==> src/rtl/des_decrypt_key_schedule_if.sv <==
// des_decrypt_key_schedule_if: key-load and subkey-stream handshake bundle for the DES key scheduler.
// Signals (named from the scheduler's point of view):
//   i_key[63:0]       DES key, index k = FIPS bit k+1
//   i_key_valid       key offered
//   o_key_ready       scheduler idle, key accepted on valid&&ready
//   o_subkey[47:0]    current round subkey, index k = FIPS bit k+1
//   o_subkey_valid    subkey offered
//   i_subkey_ready    round engine takes the subkey
//   o_round_idx[3:0]  round number minus 1 of the current subkey
//   o_last_round      final subkey of the schedule is on the bus
//   o_key_parity_err  loaded key had an even-parity byte
//   i_decrypt         (DES_KS_BIDIR_EN only) 1 = K16..K1, 0 = K1..K16
// Modports: slave = scheduler, master = key source / round engine side.
interface des_decrypt_key_schedule_if;
   logic [63:0] i_key;
   logic        i_key_valid;
   logic        o_key_ready;
   logic [47:0] o_subkey;
   logic        o_subkey_valid;
   logic        i_subkey_ready;
   logic [3:0]  o_round_idx;
   logic        o_last_round;
   logic        o_key_parity_err;
`ifdef DES_KS_BIDIR_EN
   logic        i_decrypt;
   modport slave (
      input  i_key, i_key_valid, i_subkey_ready, i_decrypt,
      output o_key_ready, o_subkey, o_subkey_valid, o_round_idx, o_last_round, o_key_parity_err
   );
   modport master (
      output i_key, i_key_valid, i_subkey_ready, i_decrypt,
      input  o_key_ready, o_subkey, o_subkey_valid, o_round_idx, o_last_round, o_key_parity_err
   );
`else
   modport slave (
      input  i_key, i_key_valid, i_subkey_ready,
      output o_key_ready, o_subkey, o_subkey_valid, o_round_idx, o_last_round, o_key_parity_err
   );
   modport master (
      output i_key, i_key_valid, i_subkey_ready,
      input  o_key_ready, o_subkey, o_subkey_valid, o_round_idx, o_last_round, o_key_parity_err
   );
`endif
endinterface

==> src/rtl/des_decrypt_key_schedule.sv <==
// des_decrypt_key_schedule: sequential DES key scheduler streaming K16..K1 (one per handshake).
// Ports:
//   i_clk   clock, all state on rising edge
//   i_rst   asynchronous active-high reset
//   io_ks   des_decrypt_key_schedule_if.slave (key in, subkey out, round index, parity flag)
// Parameter PARITY_CHECK: 1 flags even-parity key bytes on o_key_parity_err, 0 ties it low.
// Macro DES_KS_BIDIR_EN: adds i_decrypt; i_decrypt=0 at load streams K1..K16 instead.
module des_decrypt_key_schedule #(
   parameter bit PARITY_CHECK = 1'b0
) (
   input  logic                             i_clk,
   input  logic                             i_rst,
   des_decrypt_key_schedule_if.slave        io_ks
);
   typedef enum logic {IDLE, RUN} state_t;
   localparam int PC1 [56] = '{
      57, 49, 41, 33, 25, 17,  9,  1, 58, 50, 42, 34, 26, 18,
      10,  2, 59, 51, 43, 35, 27, 19, 11,  3, 60, 52, 44, 36,
      63, 55, 47, 39, 31, 23, 15,  7, 62, 54, 46, 38, 30, 22,
      14,  6, 61, 53, 45, 37, 29, 21, 13,  5, 28, 20, 12,  4};
   localparam int PC2 [48] = '{
      14, 17, 11, 24,  1,  5,  3, 28, 15,  6, 21, 10,
      23, 19, 12,  4, 26,  8, 16,  7, 27, 20, 13,  2,
      41, 52, 31, 37, 47, 55, 30, 40, 51, 45, 33, 48,
      44, 49, 39, 56, 34, 53, 46, 42, 50, 36, 29, 32};
   state_t      r_state, w_state_nxt;
   logic [27:0] r_c, r_d, w_c_nxt, w_d_nxt, w_c_pc1, w_d_pc1;
   logic [3:0]  r_idx, w_idx_nxt, w_sidx;
   logic        r_perr, w_perr_nxt;
   logic [55:0] w_cd;
   logic [47:0] w_sub;
   logic [7:0]  w_bad;
   logic        w_dec, w_dec_ld, w_load, w_xfer, w_last, w_two;
   // Rotation toward higher FIPS bit numbers is toward higher vector index.
   function automatic logic [27:0] rotr(input logic [27:0] v, input logic two);
      return two ? {v[25:0], v[27:26]} : {v[26:0], v[27]};
   endfunction
   function automatic logic [27:0] rotl(input logic [27:0] v, input logic two);
      return two ? {v[1:0], v[27:2]} : {v[0], v[27:1]};
   endfunction
`ifdef DES_KS_BIDIR_EN
   logic r_dec;
   assign w_dec_ld = io_ks.i_decrypt;
   assign w_dec    = r_dec;
   always_ff @(posedge i_clk or posedge i_rst)
      if (i_rst) r_dec <= 1'b1;
      else if (w_load) r_dec <= w_dec_ld;
`else
   assign w_dec_ld = 1'b1;
   assign w_dec    = 1'b1;
`endif
   assign w_cd = {r_d, r_c};
   always_comb begin
      for (int i = 0; i < 28; i++) begin
         w_c_pc1[i] = io_ks.i_key[6'(PC1[i] - 1)];
         w_d_pc1[i] = io_ks.i_key[6'(PC1[i + 28] - 1)];
      end
      for (int j = 0; j < 8; j++) w_bad[j] = ~^io_ks.i_key[8*j +: 8];
      for (int i = 0; i < 48; i++) w_sub[i] = w_cd[6'(PC2[i] - 1)];
   end
   assign w_load = r_state == IDLE && io_ks.i_key_valid;
   assign w_xfer = r_state == RUN && io_ks.i_subkey_ready;
   assign w_last = w_dec ? r_idx == 4'd0 : r_idx == 4'd15;
   // Decrypt undoes the shift of the current round; encrypt applies the next round's shift.
   assign w_sidx = w_dec ? r_idx : r_idx + 4'd1;
   assign w_two  = !(w_sidx == 4'd0 || w_sidx == 4'd1 || w_sidx == 4'd8 || w_sidx == 4'd15);
   always_comb begin
      w_state_nxt = r_state;
      w_c_nxt     = r_c;
      w_d_nxt     = r_d;
      w_idx_nxt   = r_idx;
      w_perr_nxt  = r_perr;
      if (w_load) begin
         w_state_nxt = RUN;
         w_c_nxt     = w_dec_ld ? w_c_pc1 : rotl(w_c_pc1, 1'b0);
         w_d_nxt     = w_dec_ld ? w_d_pc1 : rotl(w_d_pc1, 1'b0);
         w_idx_nxt   = w_dec_ld ? 4'd15 : 4'd0;
         w_perr_nxt  = PARITY_CHECK && |w_bad;
      end else if (w_xfer) begin
         if (w_last) w_state_nxt = IDLE;
         else begin
            w_c_nxt   = w_dec ? rotr(r_c, w_two) : rotl(r_c, w_two);
            w_d_nxt   = w_dec ? rotr(r_d, w_two) : rotl(r_d, w_two);
            w_idx_nxt = w_dec ? r_idx - 4'd1 : r_idx + 4'd1;
         end
      end
   end
   always_ff @(posedge i_clk or posedge i_rst)
      if (i_rst) begin
         r_state <= IDLE;
         r_c     <= '0;
         r_d     <= '0;
         r_idx   <= '0;
         r_perr  <= 1'b0;
      end else begin
         r_state <= w_state_nxt;
         r_c     <= w_c_nxt;
         r_d     <= w_d_nxt;
         r_idx   <= w_idx_nxt;
         r_perr  <= w_perr_nxt;
      end
   assign io_ks.o_key_ready      = r_state == IDLE;
   assign io_ks.o_subkey_valid   = r_state == RUN;
   assign io_ks.o_subkey         = w_sub;
   assign io_ks.o_round_idx      = r_idx;
   assign io_ks.o_last_round     = r_state == RUN && w_last;
   assign io_ks.o_key_parity_err = r_perr;
endmodule

==> src/flat_wrapper.sv <==
// flat-port wrapper written by rule: the top's interface ports become plain ports
module des_decrypt_key_schedule_flat 
#(
   parameter bit PARITY_CHECK = 1'b0
)
  (i_clk, i_rst, io_ks_i_key, io_ks_i_key_valid, io_ks_i_subkey_ready, io_ks_o_key_ready, io_ks_o_subkey, io_ks_o_subkey_valid, io_ks_o_round_idx, io_ks_o_last_round, io_ks_o_key_parity_err);
  des_decrypt_key_schedule_if io_ks_i ();
  input  logic i_clk;
  input  logic i_rst;
  input wire logic [$bits(io_ks_i.i_key)-1:0] io_ks_i_key;
  input wire logic [$bits(io_ks_i.i_key_valid)-1:0] io_ks_i_key_valid;
  input wire logic [$bits(io_ks_i.i_subkey_ready)-1:0] io_ks_i_subkey_ready;
  output wire logic [$bits(io_ks_i.o_key_ready)-1:0] io_ks_o_key_ready;
  output wire logic [$bits(io_ks_i.o_subkey)-1:0] io_ks_o_subkey;
  output wire logic [$bits(io_ks_i.o_subkey_valid)-1:0] io_ks_o_subkey_valid;
  output wire logic [$bits(io_ks_i.o_round_idx)-1:0] io_ks_o_round_idx;
  output wire logic [$bits(io_ks_i.o_last_round)-1:0] io_ks_o_last_round;
  output wire logic [$bits(io_ks_i.o_key_parity_err)-1:0] io_ks_o_key_parity_err;
  assign io_ks_i.i_key = io_ks_i_key;
  assign io_ks_i.i_key_valid = io_ks_i_key_valid;
  assign io_ks_i.i_subkey_ready = io_ks_i_subkey_ready;
  assign io_ks_o_key_ready = io_ks_i.o_key_ready;
  assign io_ks_o_subkey = io_ks_i.o_subkey;
  assign io_ks_o_subkey_valid = io_ks_i.o_subkey_valid;
  assign io_ks_o_round_idx = io_ks_i.o_round_idx;
  assign io_ks_o_last_round = io_ks_i.o_last_round;
  assign io_ks_o_key_parity_err = io_ks_i.o_key_parity_err;
  des_decrypt_key_schedule #(.PARITY_CHECK(PARITY_CHECK)) u_core (.i_clk(i_clk), .i_rst(i_rst), .io_ks(io_ks_i));
endmodule
==> config.mk <==
export PLATFORM = sky130hd
export DESIGN_NAME = des_decrypt_key_schedule_flat
export DESIGN_NICKNAME = d
export VERILOG_FILES = /design/src/rtl/des_decrypt_key_schedule_if.sv /design/src/rtl/des_decrypt_key_schedule.sv /design/src/flat_wrapper.sv
export SDC_FILE = /design/constraint.sdc
export NUM_CORES = 1
export LEC_CHECK = 0
export ABC_AREA = 1
export CAP_MARGIN = 20
export CORE_AREA = 2 2 95 97
export DETAILED_ROUTE_END_ITERATION = 16
export DIE_AREA = 0 0 97 99
export GPL_TIMING_DRIVEN = 1
export PLACE_DENSITY_LB_ADDON = 0.25
export SYNTH_ARGS = -nofsm -noshare
export SYNTH_HDL_FRONTEND = slang
export SYNTH_SLANG_ARGS = --single-unit
==> constraint.sdc <==
create_clock -name i_clk -period 2.95 [get_ports i_clk]
set_clock_uncertainty 0.15 [all_clocks]
set_input_delay 0.59 -clock i_clk [delete_from_list [all_inputs] [get_ports i_clk]]
set_output_delay 0.59 -clock i_clk [all_outputs]
set_load 0.005 [all_outputs]
==> summary.md, run 1 <==
| Metric | Value |
|---|---|
| Post-DP HPWL | 5.41 mm |
| RR Endpoint | u_core.r_c[26] |
| Setup violators final | 0 |
| Row count | 34 |
| Synth Area per Inst | 7.00 um2 |
| Resized Gates After CTS | 0 |
| Core area | 0.00855 mm2 |
| Worst Tran Pin Value | roughly 0.58 ns |
| Sequential-to-total area share from yosys stat | 0.380 |
| Max-Slew Margin vs Limit | 0.615 |
| Chip Height | 99 um |
| H-tree levels | 3 |
| Minimum clock period | 2.71 ns |
| CTS Buffer Depth | 2 |
| DR WL met3 | 331 um |
| Initial antenna violation count | 0 |
| Arrival time of the worst setup path | between 1.5 and 2 ns |
| Status | completed |
| Reg2Reg Setup Slack | 0.95 ns |
| Area Growth Syn to Fin | 13.3% |
| Worst skew pair latency | 0.34 ns |
| Total vias in the final route | between 3,000 and 4,000 |
| EDFF count, synth | 0 |
| Clock Sinks | 61 |
| Pleak | between 2 and 2.5 nW |
| Crit share post-route | 0.918 |
| PD cells | 1100 mW/mm2 |
| Synth top area cells | dfrtp_1 38%, nand2_1 21%, buf_4 11%, nand3_1 8.2%, nor2_1 5.3% |
| Initial core utilization | 0.469 |
| Met2 WL post-DR | roughly 3.8 mm |
| Remaining Overflow, GRT | 0 |
| YS warnings | 0 |
| Final slew viol count | 0 |
| FF-to-FF Start | u_core.io_ks.o_round_idx[0] |
| Post-route ant nets | 0 |
| Yosys cell types | 24 |
| Top layer reached by signal wires | met4 |
| Total of fill cells in the finished design | 827 |
| Required time of the worst setup path | 2.21 ns |
| Total GRT Usage | 0.179 |
| Most common cell in the netlist | nand2_1 |
| Diode count | 0 |
| Critical Path Fanout Max | 5 |
| WL/cell | 11.7 um |
| Clk pin slew, worst setup/hold paths | around 0.070 ns |
| Placer Congestion | between 0.7 and 0.8 |
| Primary FF master, synth | dfrtp_1 |
| Root buffer cell | clkbuf_8 |
| Yosys reg bits | 61 |
| Synth area leader | dfrtp_1 |
| CTS tree | done |
| Crit path kind | flop to output pin |
| DRC errors left | 0 |
| Synth top cells by count | 223 x nand2_1, 66 x nand3_1, 61 x dfrtp_1 |
| Share of layout cells above drive strength 1 | 0.0896 |
| TNS Setup | 0 ns |
| I/O pins | ~120 |
| Area share of the leading cell type in the synthesized netlist | 0.380 |
| Synthesized area | roughly 0.0040 mm2 |
| Post-CTS setup buffers | 0 |
| WHS Endpoint | u_core.r_d[8] |
| Post-Route WL | 8.34 mm |
| Async set or reset register ratio after synthesis | 1.00 |
| Fin. Hold Viols | 0 |
| Final net count | 670 |
| I/O Buffers | 66 |
| Hold_sp | u_core.r_d[8] |
| Vias in the first global route | ~3,100 |
| R2R cell count | 9 |
| Die ar. | around 0.0096 mm2 |
| Fmax | around 370 MHz |
| First-pass GRT wire length | 14.3 mm |
| Worst hold path class | flop to flop |
| Crit start category | flop |
| Total power | 5.03 mW |
| Max VDD drop | 0.000673 V |
| CP endpoint kind | output pin |
| Die width | 97 um |
| Num CTS Buffers | 9 |
| Max_cap viols | 0 |
| Largest net degree at the start of global routing | 47 |
| Initial DRC Count | 178 |
| Hold buffer count at cts | 0 |
| Unrepaired setup endpoints after global routing | false |
| Metal-1 WL | slightly above 4 mm |
| Pre-antenna DRT Iters | 4 |
| Worst hold path depth | 2 |
| Syn Inst Count | roughly 570 |
| Via-per-instance ratio | 4.74 |
-- cell type report --
type                       count  area [um2]  area share
tap                          108         135      0.0297
clock inverter                 5        27.5     0.00605
multi-input combinational    411        1820       0.400
inverter                      42         158      0.0347
clock buffer                  10         138      0.0303
timing repair buffer          74         746       0.164
sequential                    61        1530       0.336
-- where the power goes --
| part | switching (mW) | leakage [nW] | internal (mW) |
|---|---|---|---|
| logic | 1.69 | 1.58 | 1.15 |
| clock network | 0.327 | 0.0877 | 0.317 |
| registers | 0.332 | 0.772 | 1.21 |
| total | 2.34 | 2.44 | 2.68 |
-- logic make-up (layout without fill, tap and decap cells) --
family / count (synthesis) / in the layout / synth area share
flops: 61 / 61 / 0.380
other cells: 1 / 21 / 0.000935
compound gates: 13 / 13 / 0.0165
simple gates: 374 / 374 / 0.408
buf+inv: 121 / 131 / 0.185
fa+ha+maj: 3 / 3 / 0.00936
-- worst max path at each step --
stage,startpoint,end,slack (ns),cells past startpoint
4_1_cts,u_core.io_ks.o_round_idx[0],io_ks_o_last_round,0.22,7
3_3_place_gp,io_ks_i_key_valid,u_core.r_c[23],0.52,8
6_report,u_core.io_ks.o_round_idx[0],io_ks_o_last_round,0.24,7
5_1_grt,u_core.io_ks.o_round_idx[0],io_ks_o_last_round,0.08,7
3_5_place_dp,io_ks_i_key_valid,u_core.r_c[23],0.50,8
2_1_floorplan,i_rst,u_core.io_ks.o_round_idx[0],0.70,1
-- through the flow --
stage / utilization / area, um2 / cells / setup WS (ns) / hold WS (ns)
final: 0.532 / 4550 / 711 / 0.242 / 0.331
after detailed placement: 0.513 / 4380 / 696 / 0.503 / 0.316
after CTS: 0.532 / 4550 / 711 / 0.216 / 0.333
after floorplan: - / 4090 / 593 / 0.697 / 0.299
after global routing: 0.532 / 4550 / 711 / 0.0837 / 0.350
after global placement: 0.513 / 4380 / 696 / 0.524 / 0.313
-- worst max-delay path, cell delays in order, from the launching register on --
cell and delay [ns]:
dfrtp_1 0.43, inv_1 0.10, ha_1 0.18, inv_1 0.08, nor2_2 0.15, nand2_2 0.09, nor2_1 0.09, clkdlybuf4s50_1 0.51
-- state kept, by name, summed over array words and instances, names as in the netlist --
register	count
u_core.r_d	28
u_core.r_c	28
u_core.io_ks.o_round_idx	4
u_core.io_ks.o_subkey_valid	1
-- placed cells by master, fill, tap and decap left out --
cell / instances
nand2_1: 223
nand3_1: 66
clkdlybuf4s50_1: 66
dfrtp_1: 61
nor2_1: 57
inv_1: 37
conb_1: 21
nand3_2: 17
clkbuf_8: 10
o21ai_1: 7
buf_4: 6
inv_2: 5
nand2_2: 4
o21ai_0: 4
clkinv_2: 4
nand2_4: 3
ha_1: 3
nor2_2: 2
buf_12: 2
nand3b_1: 1
a21oi_1: 1
o22ai_1: 1
nor3_1: 1
clkinvlp_4: 1
-- routing by layer --
layer  vias up  track usage
li1       1738            -
met1      1552        0.241
met2        68        0.288
met3        10       0.0433
met4         0       0.0585
met5         -            0
(Power assumes the default switching activity.)
==> run 2: changes to the inputs <==
- CAP_MARGIN: 20 -> unset
==> results of run 2 <==
The final DEF is identical to that of run 1; final timing and power are the same.
